<file path="src/rtl/des_key_schedule.sv">
// DES round-key generator: holds the C/D key halves, rotates them per the DES
// shift table in encryption or decryption order and registers the PC-2 round key.
module des_key_schedule #(
    parameter int NUM_ROUNDS = 16
) (
    input  logic        Clk,
    input  logic        Reset,
    input  logic [63:0] Key_in,
    input  logic        Decrypt,
    input  logic        Select_mux_pc_temp,
    input  logic        Select_mux_shift_temp,
    output logic [47:0] Round_key,
    output logic [4:0]  Round_num,
    output logic        Key_valid,
    output logic        Done,
    output logic        Shift_err
);

    localparam logic [4:0] LAST_ROUND = 5'(NUM_ROUNDS);

    // Tables hold 1-based DES bit numbers; bit 1 is the MSB of the source word.
    localparam int PC1_TBL [0:55] = '{
        57, 49, 41, 33, 25, 17,  9,
         1, 58, 50, 42, 34, 26, 18,
        10,  2, 59, 51, 43, 35, 27,
        19, 11,  3, 60, 52, 44, 36,
        63, 55, 47, 39, 31, 23, 15,
         7, 62, 54, 46, 38, 30, 22,
        14,  6, 61, 53, 45, 37, 29,
        21, 13,  5, 28, 20, 12,  4
    };

    localparam int PC2_TBL [0:47] = '{
        14, 17, 11, 24,  1,  5,
         3, 28, 15,  6, 21, 10,
        23, 19, 12,  4, 26,  8,
        16,  7, 27, 20, 13,  2,
        41, 52, 31, 37, 47, 55,
        30, 40, 51, 45, 33, 48,
        44, 49, 39, 56, 34, 53,
        46, 42, 50, 36, 29, 32
    };

    function automatic logic [55:0] pc1(input logic [63:0] k);
        logic [55:0] r;
        r = '0;
        for (int i = 0; i < 56; i++) begin
            r[55-i] = k[64-PC1_TBL[i]];
        end
        return r;
    endfunction

    function automatic logic [47:0] pc2(input logic [55:0] cd);
        logic [47:0] r;
        r = '0;
        for (int i = 0; i < 48; i++) begin
            r[47-i] = cd[56-PC2_TBL[i]];
        end
        return r;
    endfunction

    // Shift amount S[r] of the DES schedule: rounds 1, 2, 9 and 16 shift by one.
    function automatic logic shift_is_one(input logic [4:0] r);
        return (r == 5'd1) || (r == 5'd2) || (r == 5'd9) || (r == 5'd16);
    endfunction

    function automatic logic [27:0] rotl(input logic [27:0] x, input logic one);
        return one ? {x[26:0], x[27]} : {x[25:0], x[27:26]};
    endfunction

    function automatic logic [27:0] rotr(input logic [27:0] x, input logic one);
        return one ? {x[0], x[27:1]} : {x[1:0], x[27:2]};
    endfunction

    logic [27:0] c_q, c_d, d_q, d_d;
    logic [47:0] key_q, key_d;
    logic [4:0]  round_q, round_d;
    logic        valid_q, valid_d;
    logic        done_q, done_d;
    logic        err_q, err_d;
    logic        mode_q, mode_d;
    logic [55:0] cd0;

    assign cd0 = pc1(Key_in);

    always_comb begin
        c_d     = c_q;
        d_d     = d_q;
        key_d   = key_q;
        round_d = round_q;
        valid_d = 1'b0;
        err_d   = err_q;
        mode_d  = mode_q;
        if (Select_mux_pc_temp) begin
            mode_d  = Decrypt;
            round_d = 5'd1;
            err_d   = 1'b0;
            valid_d = 1'b1;
            // Decryption starts at K16, whose 28 cumulative shifts land back on C0/D0.
            if (Decrypt) begin
                c_d = cd0[55:28];
                d_d = cd0[27:0];
            end else begin
                c_d = rotl(cd0[55:28], 1'b1);
                d_d = rotl(cd0[27:0], 1'b1);
            end
            key_d = pc2({c_d, d_d});
        end else if (Select_mux_shift_temp) begin
            if (round_q == 5'd0 || round_q == LAST_ROUND) begin
                err_d = 1'b1;
            end else begin
                round_d = round_q + 5'd1;
                valid_d = 1'b1;
                if (mode_q) begin
                    c_d = rotr(c_q, shift_is_one(5'd18 - round_d));
                    d_d = rotr(d_q, shift_is_one(5'd18 - round_d));
                end else begin
                    c_d = rotl(c_q, shift_is_one(round_d));
                    d_d = rotl(d_q, shift_is_one(round_d));
                end
                key_d = pc2({c_d, d_d});
            end
        end
        done_d = (round_d == LAST_ROUND);
    end

    always_ff @(posedge Clk or posedge Reset) begin
        if (Reset) begin
            c_q     <= '0;
            d_q     <= '0;
            key_q   <= '0;
            round_q <= '0;
            valid_q <= 1'b0;
            done_q  <= 1'b0;
            err_q   <= 1'b0;
            mode_q  <= 1'b0;
        end else begin
            c_q     <= c_d;
            d_q     <= d_d;
            key_q   <= key_d;
            round_q <= round_d;
            valid_q <= valid_d;
            done_q  <= done_d;
            err_q   <= err_d;
            mode_q  <= mode_d;
        end
    end

    assign Round_key = key_q;
    assign Round_num = round_q;
    assign Key_valid = valid_q;
    assign Done      = done_q;
    assign Shift_err = err_q;

endmodule
</file>
<file path="config.mk">
export PLATFORM = sky130hd
export DESIGN_NAME = des_key_schedule
export DESIGN_NICKNAME = d
export VERILOG_FILES = /design/src/rtl/des_key_schedule.sv
export SDC_FILE = /design/constraint.sdc
export NUM_CORES = 1
export LEC_CHECK = 0
export ABC_AREA = 1
export CORE_ASPECT_RATIO = 1.75
export CORE_UTILIZATION = 40
export CTS_CLUSTER_SIZE = 25
export DETAILED_ROUTE_END_ITERATION = 7
export HOLD_SLACK_MARGIN = 0.12
export PLACE_DENSITY = 0.67
export SLEW_MARGIN = 20
export SYNTH_ARGS = -nofsm -noshare
export SYNTH_HDL_FRONTEND = slang
export SYNTH_SLANG_ARGS = --single-unit
</file>
<file path="constraint.sdc">
create_clock -name Clk -period 2 [get_ports Clk]
set_input_delay 0.2 -clock Clk [delete_from_list [all_inputs] [get_ports Clk]]
set_output_delay 0.2 -clock Clk [all_outputs]
set_load 0.01 [all_outputs]
</file>
# ---- Yosys cells after proc, flatten, opt, wreduce, memory -nomap -nowiden
# Index checks and enable logic that the tools add are counted.
# W data, S select, Z words.
dict set report word_totals {
  regBits 113
  output_inout_bits 56
  input_bits 69
  wordCells 59
}
dict set report classes {
  mux 26
  eq_ne 11
  add_sub_neg 2
  n_reduce_logical 12
}
# op count
set op_table {}
lappend op_table {{$mux W28} 14}
lappend op_table {{$mux W48} 3}
lappend op_table {{$eq A5 B5 Y1 const B} 4}
lappend op_table {{$mux W5} 3}
lappend op_table {{$eq A5 B1 Y1 const B} 2}
lappend op_table {{$eq A5 B2 Y1 const B} 2}
lappend op_table {{$eq A5 B4 Y1 const B} 2}
lappend op_table {{$logic_or A1 B1 Y1} 7}
lappend op_table {{$mux W1} 6}
lappend op_table {{$add A5 B1 Y5 const B} 1}
lappend op_table {{$logic_not A5 Y1} 1}
lappend op_table {{$sub A5 B5 Y5 const A} 1}
lappend op_table {{$reduce_and A2 Y1} 2}
lappend op_table {{$reduce_bool A2 Y1} 2}
lappend op_table {{$ne A2 B2 Y1 const B} 1}

# ---- Depth between registers and ports, before layout
dict set report logic_depth {
  depth_word 11
  mapped_depth 16
  mapped_depth_nobuf 14
}

# ---- Worst setup path after synthesis
# OpenSTA, ideal clock, no wires.
dict set report synth_path {
  path_kind {register to register}
  start {register round_q[0], in the netlist Round_num[0]}
  end {register key_q[1], in the netlist Round_key[1]}
  required_time_ps 1879
  stages_incl_launch_ff 15
  slack_ps 3
  period_less_slack_ps 1997
  path_buffers 2
  setup_ps 121
  arrival_time_ps 1875
  cell_sequence {dfrtp_1 -> inv_1 -> ha_1 -> nand2_1 -> nand3_1 -> nand2_2 -> nand3_2 -> inv_1 -> nand2_1 -> buf_4 -> buf_4 -> nand3_1 -> nand3_1 -> nand2_1 -> a21oi_1}
}
dict set report synth_via {
  elab_chain_len 11
  elab_cells_between_ends 27
  cone_classes {add/sub (2); eq/ne (10); mux (6); reduce/logical (9)}
}
# element line_no
set synth_rtl {}
lappend synth_rtl {{start, declared} 77} ;# logic [4:0] round_q, round_d;
lappend synth_rtl {{start signal, assigned} 141} ;# round_q <= round_d;
lappend synth_rtl {{$add A5 B1 Y5} 112} ;# round_d = round_q + 5'd1;
lappend synth_rtl {{$sub A5 B5 Y5} 116} ;# d_d = rotr(d_q, shift_is_one(5'd18 - round_d));
lappend synth_rtl {{$eq A5 B1 Y1 / $eq A5 B2 Y1 (equally long branches)} 64} ;# return (r == 5'd1) || (r == 5'd2) || (r == 5'd9) || (r == 5'd16);
lappend synth_rtl {{$logic_or A1 B1 Y1 (3 in series)} 64}
lappend synth_rtl {{$mux W28} 72} ;# return one ? {x[0], x[27:1]} : {x[1:0], x[27:2]};
lappend synth_rtl {{$mux W28} 114} ;# if (mode_q) begin
lappend synth_rtl {{$mux W48} 109} ;# if (round_q == 5'd0 || round_q == LAST_ROUND) begin
lappend synth_rtl {{$mux W48} 108} ;# end else if (Select_mux_shift_temp) begin
lappend synth_rtl {{$mux W48} 94} ;# if (Select_mux_pc_temp) begin
lappend synth_rtl {{end signal, assigned} 140} ;# key_q <= key_d;
lappend synth_rtl {{end, declared} 76} ;# logic [47:0] key_q, key_d;
# Several ways; a longest one is shown, not always the timed one. The select of a mux whose other input is x is not followed.
# A chain may end at the register's enable or synchronous reset.

# ---- Worst setup path in the final report
dict set report layout_path {
  start {register round_q[1], in the netlist Round_num[1]}
  end {register c_q[1]}
}
dict set report layout_via {
  elab_chain_len 11
  elab_cells_between_ends 27
  cone_classes {add/sub (2); eq/ne (10); mux (6); reduce/logical (9)}
}
# element line_no
set layout_rtl {}
lappend layout_rtl {{$add A5 B1 Y5} 112}
lappend layout_rtl {{$sub A5 B5 Y5} 115} ;# c_d = rotr(c_q, shift_is_one(5'd18 - round_d));
lappend layout_rtl {{$eq A5 B1 Y1 / $eq A5 B2 Y1 (equally long branches)} 64}
lappend layout_rtl {{$logic_or A1 B1 Y1 (3 in series)} 64}
lappend layout_rtl {{$mux W28} 72}
lappend layout_rtl {{$mux W28} 114}
lappend layout_rtl {{$mux W28} 109}
lappend layout_rtl {{$mux W28} 108}
lappend layout_rtl {{$mux W28} 94}
lappend layout_rtl {{end signal, assigned} 129} ;# c_q <= '0;
lappend layout_rtl {{end signal, assigned} 138} ;# c_q <= c_d;
lappend layout_rtl {{end, declared} 75} ;# logic [27:0] c_q, c_d, d_q, d_d;
# Several ways; a longest one is shown, not always the timed one. The select of a mux whose other input is x is not followed.

==> impl_results.md <==
* Largest net degree at the start of global routing at 66
* Total number of vias at 7818
* Clock Root Buffer: clkbuf_16
* Worst skew pair latency at 350 ps
* Total GRT Usage at 25.40%
* Slew Viols, Final at 0
* Placer Congestion at 0.8229
* VDD IR-drop max at 1011 µV
* Number of cell rows at 61
* PortBufs at 116
* CP max stage delay at 460 ps
* Seq cells post-synth at 65
* Post-synthesis cell type count at 23
* Slowest CP cell: dfrtp_2
* TritonCTS buffer count at 9
* DR WL/cell at 16.88 µm
* DP Area at 0.007694 mm²
* CP cell instances: ha_4, nand2_1, nand2_2, nand2_4, nand3_4, xnor2_4, nand2_8, clkbuf_16, nand3_2, nand3_1, nand2_1, a21oi_2
* Worst hold-check path type: input port to async pin
* Chip height at 171.7 µm
* PnR worst setup slack at -120.0 ps
* First DRT Iteration DRCs at 604
* H-Tree Depth at 3
* First-pass GRT wire length at 34.71 mm
* Starting Density at 41.24%
* Post-synthesis sequential area ratio at 24.72%
* Final cell count without fillers at 1381
* Most common cell on crit path: nand2_1
* CP top delay family: simple AND/OR/NAND/NOR gates
* Clk pin slew, worst setup/hold paths at 60 ps
* Io pins at 125
* Failing checks: negative setup slack
* Core footprint at 0.01595 mm²
* Hold Fails Final Rpt at 0
* Vias in the first global route at 7016
* Ys Warns at 0
* Die width at 98.95 µm
* Tcrit/Tclk final at 106.0%
* Detailed-router iteration count before antenna repair at 6
* Final HPWL DP at 13.36 mm
* Synth Area per Inst at 5.817 µm²
* Sinks on Clock Net at 65
* Pleak at 0.004214 µW
* Clk buf depth at 2
* Diodes inserted at 0
* Via/cell ratio at 5.661
* CP Data Arrival Time at 2350 ps
* Startpoint types: register
* CP Class: register to register
* Post-route ant nets at 0
* PwrDens at 1824 mW/mm²
* Data required time at the worst endpoint at 2230 ps
* Fmax at 0.4717 GHz
* CTS tree: done
* Status: complete, but fails checks
* Synthesized netlist cell count at 1131
* # hold bufs at CTS at 0
* CP Max Fanout at 8
* Final Power at 16300 µW
* Final WL at 23.32 mm
* GRT overflow at 0
* Area grow syn2layout at 35.79%
* Dpl cells at 1342
* Clock skew at 10.97 ps
* Crit path time final at 2120 ps
* CP bufs+invs at 1
* DRC viols at 0
* Worst Setup End Kind: register
* Post-Syn Area at 0.006579 mm²
* Max Cap Violations at 0
* Post-route setup TNS at -4819 ps
* Design area at 0.008934 mm²
* Fin Hold WS at 229.8 ps
* Synth Net Count at 1207
* Final Setup Violations at 56
* Slew Limit Headroom at 55.44%
* RSZ-0062 raised after global routing: true
* Die area at 0.01698 mm²
* Worst-Margin Slew at 668.4 ps
* Layout cells sized above 1 at 17.53%
* Initial antenna violation count at 0
* Post-layout net count at 1263
[placed cells by master, fill, tap and decap left out, types with 28 or more instances in the layout]
master	synthesis	routed
nand3_1	288	251
nor2_1	228	226
nand2_1	193	172
clkdlybuf4s50_1	0	114
dfrtp_1	65	61
o21ai_0	60	60
inv_1	62	52
nand3_2	2	34
a21oi_1	58	30
buf_4	74	30
a21oi_2	0	28
[layer usage]
layer | vias to the layer above | part of all wire [%] | track usage, %
met5 | - | 0 | 0
met4 | 0 | 3.1 | 9.604
met3 | 64 | 6.7 | 3.332
met2 | 344 | 52 | 46.67
met1 | 3674 | 39 | 29.69
li1 | 3736 | - | -
[registers in the layout (all words and copies together), names as in the netlist]
signal and count:
Done 1, Round_num 5, c_q 27, Key_valid 1, mode_q 1, Round_key 2, Shift_err 1, d_q 27
[final timing paths]
kind	startpoint	end	slack [ps]	cells after the start
min in group Clk	Select_mux_pc_temp	mode_q	340	3
worst min register to register	Shift_err	Shift_err	530	2
worst max register to register	Round_num[1]	c_q[1]	-120	12
worst max-delay path	Round_num[1]	c_q[1]	-120	12
worst min-delay path	Reset	d_q[9]	230	3
max in group asynchronous	Reset	Round_num[0]	1410	3
[cell families (layout without fill, tap and decap cells)]
group,Yosys count,count (layout),synth area share [%]
AO/OA/AOI/OAI,120,120,9.243
XOR/XNOR,1,1,0.1332
adder cells (fa/ha/maj),7,7,1.331
buffers and inverters,218,279,17.54
flip-flops,65,65,24.72
AND/OR/NAND/NOR,720,720,47.03
[what timing repair did]
| action | 4_1_cts | 5_1_grt |
|---|---|---|
| setup buffers | 6 | 6 |
| cloned | 2 | 10 |
| resized for setup | 18 | 115 |
| endpoints found under the setup margin | 56 | 58 |
| pin swaps | 2 | 42 |
[final cells by class]
class | instances | area (µm²)
clock buffers | 10 | 239.0
clock inverters | 6 | 90.09
fillers | 1543 | 7018
inverters | 79 | 299.0
multi-input cells | 848 | 4333
flip-flops and latches | 65 | 1632
well taps | 189 | 236.5
repair buffers | 184 | 2105
[power by group]
part	leakage, µW	internal [µW]	switching (µW)	total, µW
Clock	0.000159	1130	666	1800
Combinational	0.00331	5470	6060	11500
Sequential	0.000747	1870	1100	2970
[synthesized netlist by cell type]
cell / instances / share of area (%)
nand2_2: 4 / 0.38
ha_1: 7 / 1.3
nor3_1: 3 / 0.23
nand3_1: 288 / 22
a21oi_1: 58 / 4.4
clkinv_1: 11 / 0.63
buf_2: 16 / 1.2
inv_1: 62 / 3.5
nor2_2: 1 / 0.095
clkbuf_1: 38 / 2.2
buf_6: 5 / 0.86
inv_2: 6 / 0.34
nand4_1: 1 / 0.095
dfrtp_1: 65 / 25
xnor2_1: 1 / 0.13
nand2_1: 193 / 11
buf_4: 74 / 8.4
nor2_1: 228 / 13
nand3_2: 2 / 0.30
a32oi_1: 1 / 0.13
o21ai_0: 60 / 4.6
o21ai_2: 1 / 0.13
buf_1: 6 / 0.34
[metrics by stage]
| stage | setup slack, ps | util, % |
|---|---|---|
| detailed placement | -97.53 | 48.23 |
| global placement | -62.79 | 48.23 |
| CTS | -18.35 | 51.50 |
| floorplan | 3.499 | - |
| global route | -201.9 | 56.00 |
| finish | -120.0 | 56.00 |
[worst min-delay path: stages]
cell             delay, ps
clkdlybuf4s50_1        410
inv_2                   70
buf_12                 310
Power figures use the tool's default switching activity.
